## src/rtl/memory_dp_pkg.sv

```systemverilog
// Shared types and constants for the dual-port init-capable memory.
package memory_dp_pkg;

    // Sequencer states: INIT clears the array, READY serves user traffic.
    typedef enum logic {
        INIT  = 1'b0,
        READY = 1'b1
    } state_t;

    // Supported read-latency range.
    localparam int RD_LAT_MIN = 1;
    localparam int RD_LAT_MAX = 3;

    // Address width for a given depth; never narrower than one bit.
    function automatic int addr_width(input int depth);
        return (depth <= 2) ? 1 : $clog2(depth);
    endfunction

endpackage

```

## src/rtl/memory_rd_pipe.sv

```systemverilog
// Valid/data delay line for the read path. Data registers only load when
// the stage feeding them is valid, so the final stage holds its last value.
// A synchronous flush drops every in-flight valid without touching data.
module memory_rd_pipe #(
    parameter int STAGES = 1,
    parameter int W      = 32
) (
    input  logic         clk,
    input  logic         rst_n,
    input  logic         flush,
    input  logic         in_vld,
    input  logic [W-1:0] in_data,
    output logic         out_vld,
    output logic [W-1:0] out_data
);

    logic [STAGES-1:0] vld_p;
    logic [W-1:0]      data_p [STAGES];

    // Valid chain: shifts one stage per clock, cleared by reset or flush.
    always_ff @(posedge clk or negedge rst_n) begin
        if (!rst_n) begin
            vld_p <= '0;
        end else if (flush) begin
            vld_p <= '0;
        end else begin
            vld_p[0] <= in_vld;
            for (int i = 1; i < STAGES; i++) begin
                vld_p[i] <= vld_p[i-1];
            end
        end
    end

    // Data chain: a stage loads only behind a live valid, otherwise it holds.
    always_ff @(posedge clk or negedge rst_n) begin
        if (!rst_n) begin
            for (int i = 0; i < STAGES; i++) begin
                data_p[i] <= '0;
            end
        end else if (!flush) begin
            if (in_vld) begin
                data_p[0] <= in_data;
            end
            for (int i = 1; i < STAGES; i++) begin
                if (vld_p[i-1]) begin
                    data_p[i] <= data_p[i-1];
                end
            end
        end
    end

    assign out_vld  = vld_p[STAGES-1];
    assign out_data = data_p[STAGES-1];

endmodule

```

## src/rtl/memory_dp_init_ext.sv

```systemverilog
// 1-write/1-read synchronous memory with a hardware init sequencer,
// configurable read latency and optional read-during-write bypass.
// Optional per-word even parity is enabled by defining MEMORY_DP_PARITY_EN.
module memory_dp_init_ext
    import memory_dp_pkg::*;
#(
    parameter int                    DEPTH      = 64,
    parameter int                    DATA_WIDTH = 32,
    parameter int                    RD_LATENCY = 1,
    parameter bit                    BYPASS     = 1'b1,
    parameter logic [DATA_WIDTH-1:0] INIT_VALUE = '0,
    localparam int                   AW         = addr_width(DEPTH)
) (
    input  logic                  clk,
    input  logic                  rst_n,
    input  logic                  init_req,
    input  logic                  wr_en,
    input  logic [AW-1:0]         wr_addr,
    input  logic [DATA_WIDTH-1:0] wr_data,
    input  logic                  rd_en,
    input  logic [AW-1:0]         rd_addr,
    output logic [DATA_WIDTH-1:0] rd_data,
    output logic                  rd_valid,
    output logic                  addr_err,
    output logic                  init_done,
    output logic                  rd_parity_err
);

    localparam int LAT = (RD_LATENCY < RD_LAT_MIN) ? RD_LAT_MIN :
                         (RD_LATENCY > RD_LAT_MAX) ? RD_LAT_MAX : RD_LATENCY;
    localparam logic [AW-1:0] LAST = AW'(DEPTH - 1);
    localparam int PW = DATA_WIDTH + 1;

    state_t                state, state_nxt;
    logic [AW-1:0]         init_cnt, init_cnt_nxt;
    logic [DATA_WIDTH-1:0] mem [DEPTH];

    logic                  ready;
    logic                  wr_acc, rd_acc;
    logic                  wr_oor, rd_oor;
    logic                  wr_hit, flush;
    logic [AW-1:0]         rd_idx;
    logic [DATA_WIDTH-1:0] rd_word;
    logic                  rd_perr;
    logic                  pipe_vld;
    logic [PW-1:0]         pipe_out;

    assign ready  = (state == READY);
    assign wr_oor = 32'(wr_addr) >= 32'(DEPTH);
    assign rd_oor = 32'(rd_addr) >= 32'(DEPTH);

    // An init request wins over user traffic in the same cycle.
    assign wr_acc = ready && !init_req && wr_en;
    assign rd_acc = ready && !init_req && rd_en;
    assign flush  = !ready || init_req;
    assign wr_hit = wr_acc && !wr_oor && (wr_addr == rd_addr);
    assign rd_idx = rd_oor ? '0 : rd_addr;

    // State and init counter registers.
    always_ff @(posedge clk or negedge rst_n) begin
        if (!rst_n) begin
            state    <= INIT;
            init_cnt <= '0;
        end else begin
            state    <= state_nxt;
            init_cnt <= init_cnt_nxt;
        end
    end

    // Sequencer: sweep every address once, restart on any init request.
    always_comb begin
        state_nxt    = state;
        init_cnt_nxt = init_cnt;
        case (state)
            INIT: begin
                if (init_req) begin
                    init_cnt_nxt = '0;
                end else if (init_cnt == LAST) begin
                    state_nxt    = READY;
                    init_cnt_nxt = '0;
                end else begin
                    init_cnt_nxt = init_cnt + AW'(1);
                end
            end
            READY: begin
                if (init_req) begin
                    state_nxt    = INIT;
                    init_cnt_nxt = '0;
                end
            end
            default: begin
                state_nxt    = INIT;
                init_cnt_nxt = '0;
            end
        endcase
    end

    // Array write port: sequencer fill during INIT, user writes when READY.
    always_ff @(posedge clk) begin
        if (!ready) begin
            mem[init_cnt] <= INIT_VALUE;
        end else if (wr_acc && !wr_oor) begin
            mem[wr_addr] <= wr_data;
        end
    end

    // Read word selection: zero out of range, forwarded data on a bypassed hit.
    always_comb begin
        rd_word = mem[rd_idx];
        if (rd_oor) begin
            rd_word = '0;
        end else if (BYPASS && wr_hit) begin
            rd_word = wr_data;
        end
    end

`ifdef MEMORY_DP_PARITY_EN
    logic par_mem [DEPTH];

    // Parity write port, kept in lockstep with the data array.
    always_ff @(posedge clk) begin
        if (!ready) begin
            par_mem[init_cnt] <= ^INIT_VALUE;
        end else if (wr_acc && !wr_oor) begin
            par_mem[wr_addr] <= ^wr_data;
        end
    end

    // Forwarded data is fresh, so only array reads can carry a parity fault.
    assign rd_perr = !rd_oor && !(BYPASS && wr_hit) && ((^mem[rd_idx]) != par_mem[rd_idx]);
`else
    assign rd_perr = 1'b0;
`endif

    // Stage boundary: read result enters the latency pipeline.
    memory_rd_pipe #(
        .STAGES (LAT),
        .W      (PW)
    ) u_rd_pipe (
        .clk      (clk),
        .rst_n    (rst_n),
        .flush    (flush),
        .in_vld   (rd_acc),
        .in_data  ({rd_perr, rd_word}),
        .out_vld  (pipe_vld),
        .out_data (pipe_out)
    );

    // Out-of-range flag, one pulse per cycle regardless of how many ports missed.
    always_ff @(posedge clk or negedge rst_n) begin
        if (!rst_n) begin
            addr_err <= 1'b0;
        end else begin
            addr_err <= (wr_acc && wr_oor) || (rd_acc && rd_oor);
        end
    end

    assign rd_valid      = pipe_vld;
    assign rd_data       = pipe_out[DATA_WIDTH-1:0];
    assign rd_parity_err = pipe_vld && pipe_out[DATA_WIDTH];
    assign init_done     = ready;

endmodule

```

## config.mk

```make
export PLATFORM = sky130hd
export DESIGN_NAME = memory_dp_init_ext
export DESIGN_NICKNAME = d
export VERILOG_FILES = /design/src/rtl/memory_dp_pkg.sv /design/src/rtl/memory_rd_pipe.sv /design/src/rtl/memory_dp_init_ext.sv
export SDC_FILE = /design/constraint.sdc
export NUM_CORES = 2
export LEC_CHECK = 0
export ABC_CLOCK_PERIOD_IN_PS = 3500
export BUFFER_PORTS_ARGS = -buffer_cell sky130_fd_sc_hd__clkbuf_2
export CORE_MARGIN = 8
export CORE_UTILIZATION = 25
export DETAILED_ROUTE_END_ITERATION = 12
export PLACE_DENSITY = 0.5
export SLEW_MARGIN = 15
export SYNTH_ARGS = -nofsm -noshare
export SYNTH_HDL_FRONTEND = slang
export SYNTH_SLANG_ARGS = --single-unit
```

## constraint.sdc

```tcl
create_clock -name clk -period 3.5 [get_ports clk]
set_input_delay 0.7 -clock clk [delete_from_list [all_inputs] [get_ports clk]]
set_output_delay 0.7 -clock clk [all_outputs]
set_load 0.01 [all_outputs]
```

==> impl_summary.md <==
Outcome
The run finished with clean final reports.

Clock tree
The maximum clock insertion buffer count is 3. The post-cts sizing count is 0. The clock net sink count is 2088. In this run, CTS created clock tree buffers numbering 204. The clock-pin slew reported for the worst setup and hold paths after clock tree synthesis is 0.06 ns. The tree is rooted in a clkbuf_16. At the later pin of the worst-skew pair, clock insertion delay measures 0.84 ns.

TritonCTS built the clock tree. The post-CTS repair timing setup buffer count is 0. The deepest level of the CTS H-tree is 4. The hold-fix buffer count after cts is 1.

Synth
The area share of the leading cell type in the synthesized netlist is 77.1%. After synthesis the cells add up to 79700 µm². Summing the sequential cell areas from Yosys gives 78.4% of the chip area. The total of warnings raised by yosys is 0. The count of unique library cells instantiated by Yosys is 50. The synthesized design contains 2088 register bits. The cell type contributing the most total cell area after synthesis is edfxtp_1. By area the synthesized netlist is led by edfxtp_1 (77%), mux4_2 (15%), a22oi_1 (2.2%). The synthesized area per cell is 22.4 µm². For this run, asynchronously set or reset flops after synthesis account for 1.92%.

The synthesized instance count is 3566. By count the netlist is led by edfxtp_1 (2048), mux4_2 (516), a22oi_1 (234). In the post-synthesis netlist, the cell with the most instances is edfxtp_1. The number of enable-type register cells in the synthesized netlist is 2048. The most common flop cell mapped by yosys is edfxtp_1.

Placement
Routability-driven placement finished with a final weighted congestion of 0.811. At the placement stage, the worst setup path has a slack of -0.0591 ns. The number of I/O port buffers is 82. The detailed placer's ending HPWL is 146000 µm.

Hold path
The worst hold path belongs to the class input port to flip-flop.

STA
The count of final setup violators is 0. Across all setup checks in the final design, the least slack found is 0.501 ns. The final hold violation count is 0.

After layout, the minimum clock period comes to 3.00 ns. For the pin with the worst max-slew slack, the measured transition is 1.19 ns. The number of pins exceeding their max-slew limit in the final report came to 0. The tightest slew margin relative to the limit is 20.7%. The final critical path takes up 85.7% of the cycle. Setup repair after global routing left no endpoint under its margin.

For the final database, setup skew stands at 0.0423 ns. Derived from the worst setup path, the maximum achievable clock frequency is 333 MHz. Across all hold checks on the routed design, the worst slack comes to 0.214 ns.

Setup path
On the worst path, the slowest cell contributes a delay of 0.92 ns. The most critical setup path has its startpoint at init_done$_DFF_PN0_. STA classifies the critical path endpoint as a flip-flop. In this run the worst path has a maximum fanout of 25.

The most frequent cell on the critical path is buf_4. The start-to-end type of the worst setup path is flip-flop to flip-flop. The startpoint identified for the worst register-to-register timing path is init_done$_DFF_PN0_. Data on the critical path is required at its endpoint by 4.01 ns. On the critical path the largest part of the delay comes from simple AND/OR/NAND/NOR gates. The worst setup slack for register-to-register paths is 0.50 ns. The critical path runs through a total of 8 cells.

The number of cell instances on the worst register-to-register path is 8. The kind of launch point of the worst setup path is a flip-flop. The signal on the critical path passes through and3b_2 > buf_4 > nor3b_1 > a31oi_1 > nor2_1 > nand2_1 > nor2_4 > buf_4. The endpoint of the worst setup timing path is mem[41][1]$_DFFE_PP_.

For the worst setup path, the data arrival time is 3.51 ns. In this run the critical register-to-register path is captured at mem[41][1]$_DFFE_PP_. For this design, the slowest cell found on the critical path is nor2_4. The buffering stage count on the worst path with inverters included is 2.

Detailed routing
The via total after detailed routing is 39538. The remaining number of nets flagged by the antenna check after routing is 0. The DRC violations left is 0. Before antenna repair, the detailed router went through 8 iterations. The detailed router's first-iteration violation count is 3566. In the routed layout, each cell is associated on average with a via count of 4.71. Dividing the detail-routed wire length by the instance count gives 28.6 µm. The total wire length is 240000 µm.

Global routing
The met1 global-route usage is 17.7%. Across every metal layer, demand over resource in global routing totals 13.8%. The initial antenna violation count was 18. The global routing usage on met3 is 2.01%. Entering global routing, the biggest net connects 80 pins. Global routing consumed, on the met2 layer, 24.0% of the routing resources. The number of global-route vias before repair came to 41001. The first global-routing pass estimated 334000 µm of wire. The layer with the highest usage after global routing is met2. The overflow left after global routing is 0.

Pwr
The power density normalized to cell area is 532 nW/µm². IR analysis of the VDD net gives a maximum drop of 0.000424 V. The static power due to leakage is 33.2 nW.

Floorplan
Once the floorplan was initialized, standard cells occupied 25.1% of the core. The area of the die is 337000 µm². The number of ports placed on the die boundary is 85. The cell row count is 207. The die span in x is 581 µm. The die is 581 µm tall. The total area inside the core boundary comes to 318000 µm².

Run
Max-cap violations in this run came to 0.

Layout
From synthesis to final layout, the design area changed by 20.6%. Once layout is complete, the utilization of the core stands at 30.2%. In the final design database the tool counted 4085 nets. In the final layout, the share of cells above drive strength 1 is 33.9%.
-- through the flow --
step           instance area, µm²  total power, mW  std cells  TNS (ns)
4_1_cts                     96100             51.6       8391         0
6_report                    96100             51.1       8398         0
3_3_place_gp                89400             29.8       8008   -0.0877
5_1_grt                     96100             52.5       8394         0
3_5_place_dp                89400             29.8       8008   -0.0591
2_1_floorplan               79700             28.9       3567   -346.99
-- report_power, final --
part	total (mW)	switching, mW	internal (mW)
sequential	27.3	0.117	27.2
clock	21.9	9.47	12.4
combinational	1.91	1.12	0.785
total	51.1	10.7	40.4
-- layer usage --
layer	share of wire [%]	routed length [µm]
met4	3.7	8960
met1	41	98700
met5	0.0054	13
met2	50	121000
met3	4.8	11500
-- registers in the layout, indices dropped and copies added, names as in the netlist --
register	cells
u_rd_pipe.out_data	32
u_rd_pipe.out_vld	1
init_done	1
mem	2048
init_cnt	6
-- kinds of logic (layout without fill, tap and decap cells) --
kind of cell	after synthesis	in the layout	synth area share (%)
other	1	9	0.00470
muxes	530	530	14.8
DFF	2088	2088	78.4
and+or+nand+nor	275	275	1.75
adders and majority gates	1	1	0.0157
xor gates and xnor gates	9	9	0.0989
buffers and inverters	216	860	1.35
AOI/OAI and AO/OA	446	446	3.64
-- cell usage in the layout, fill, tap and decap left out, types with 44 or more instances in the layout --
cell	synthesis	final
clkbuf_16	0	208
a22oi_1	234	234
clkinv_2	0	47
edfxtp_1	2048	2048
a21oi_1	181	181
buf_12	0	130
nor2_1	109	44
nor2_4	0	65
clkbuf_2	2	79
buf_4	32	260
mux4_2	516	516
-- worst min-delay path, stage by stage --
cell and delay [ns]:
clkbuf_2 0.09, buf_4 0.16, a21oi_1 0.05
-- area by class of cell --
type / count / area [µm²]
clock buffers: 260 / 5530
diodes: 7 / 17.5
repair buffers: 473 / 5000
well taps: 4180 / 5230
inverters: 5 / 18.8
clock inverters: 122 / 1120
flip-flops and latches: 2088 / 62500
fillers: 30430 / 222000
multi-input cells: 1263 / 16700
-- how the worst min path moves through the flow --
stage / from / to / slack (ns) / cells after the start
after global placement: u_rd_pipe.out_data[17]$_DFFE_PN0P_ / u_rd_pipe.out_data[17]$_DFFE_PN0P_ / 0.59 / 2
after global routing: init_req / init_cnt[3]$_DFFE_PN0P_ / 0.19 / 3
after floorplan: rst_n / init_cnt[0]$_DFFE_PN0P_ / 0.40 / 0
after CTS: init_req / init_cnt[5]$_DFFE_PN0P_ / 0.14 / 3
final: init_req / init_cnt[5]$_DFFE_PN0P_ / 0.21 / 3
after detailed placement: u_rd_pipe.out_data[16]$_DFFE_PN0P_ / u_rd_pipe.out_data[16]$_DFFE_PN0P_ / 0.59 / 2
No activity file was read; power rests on OpenSTA's default activity.
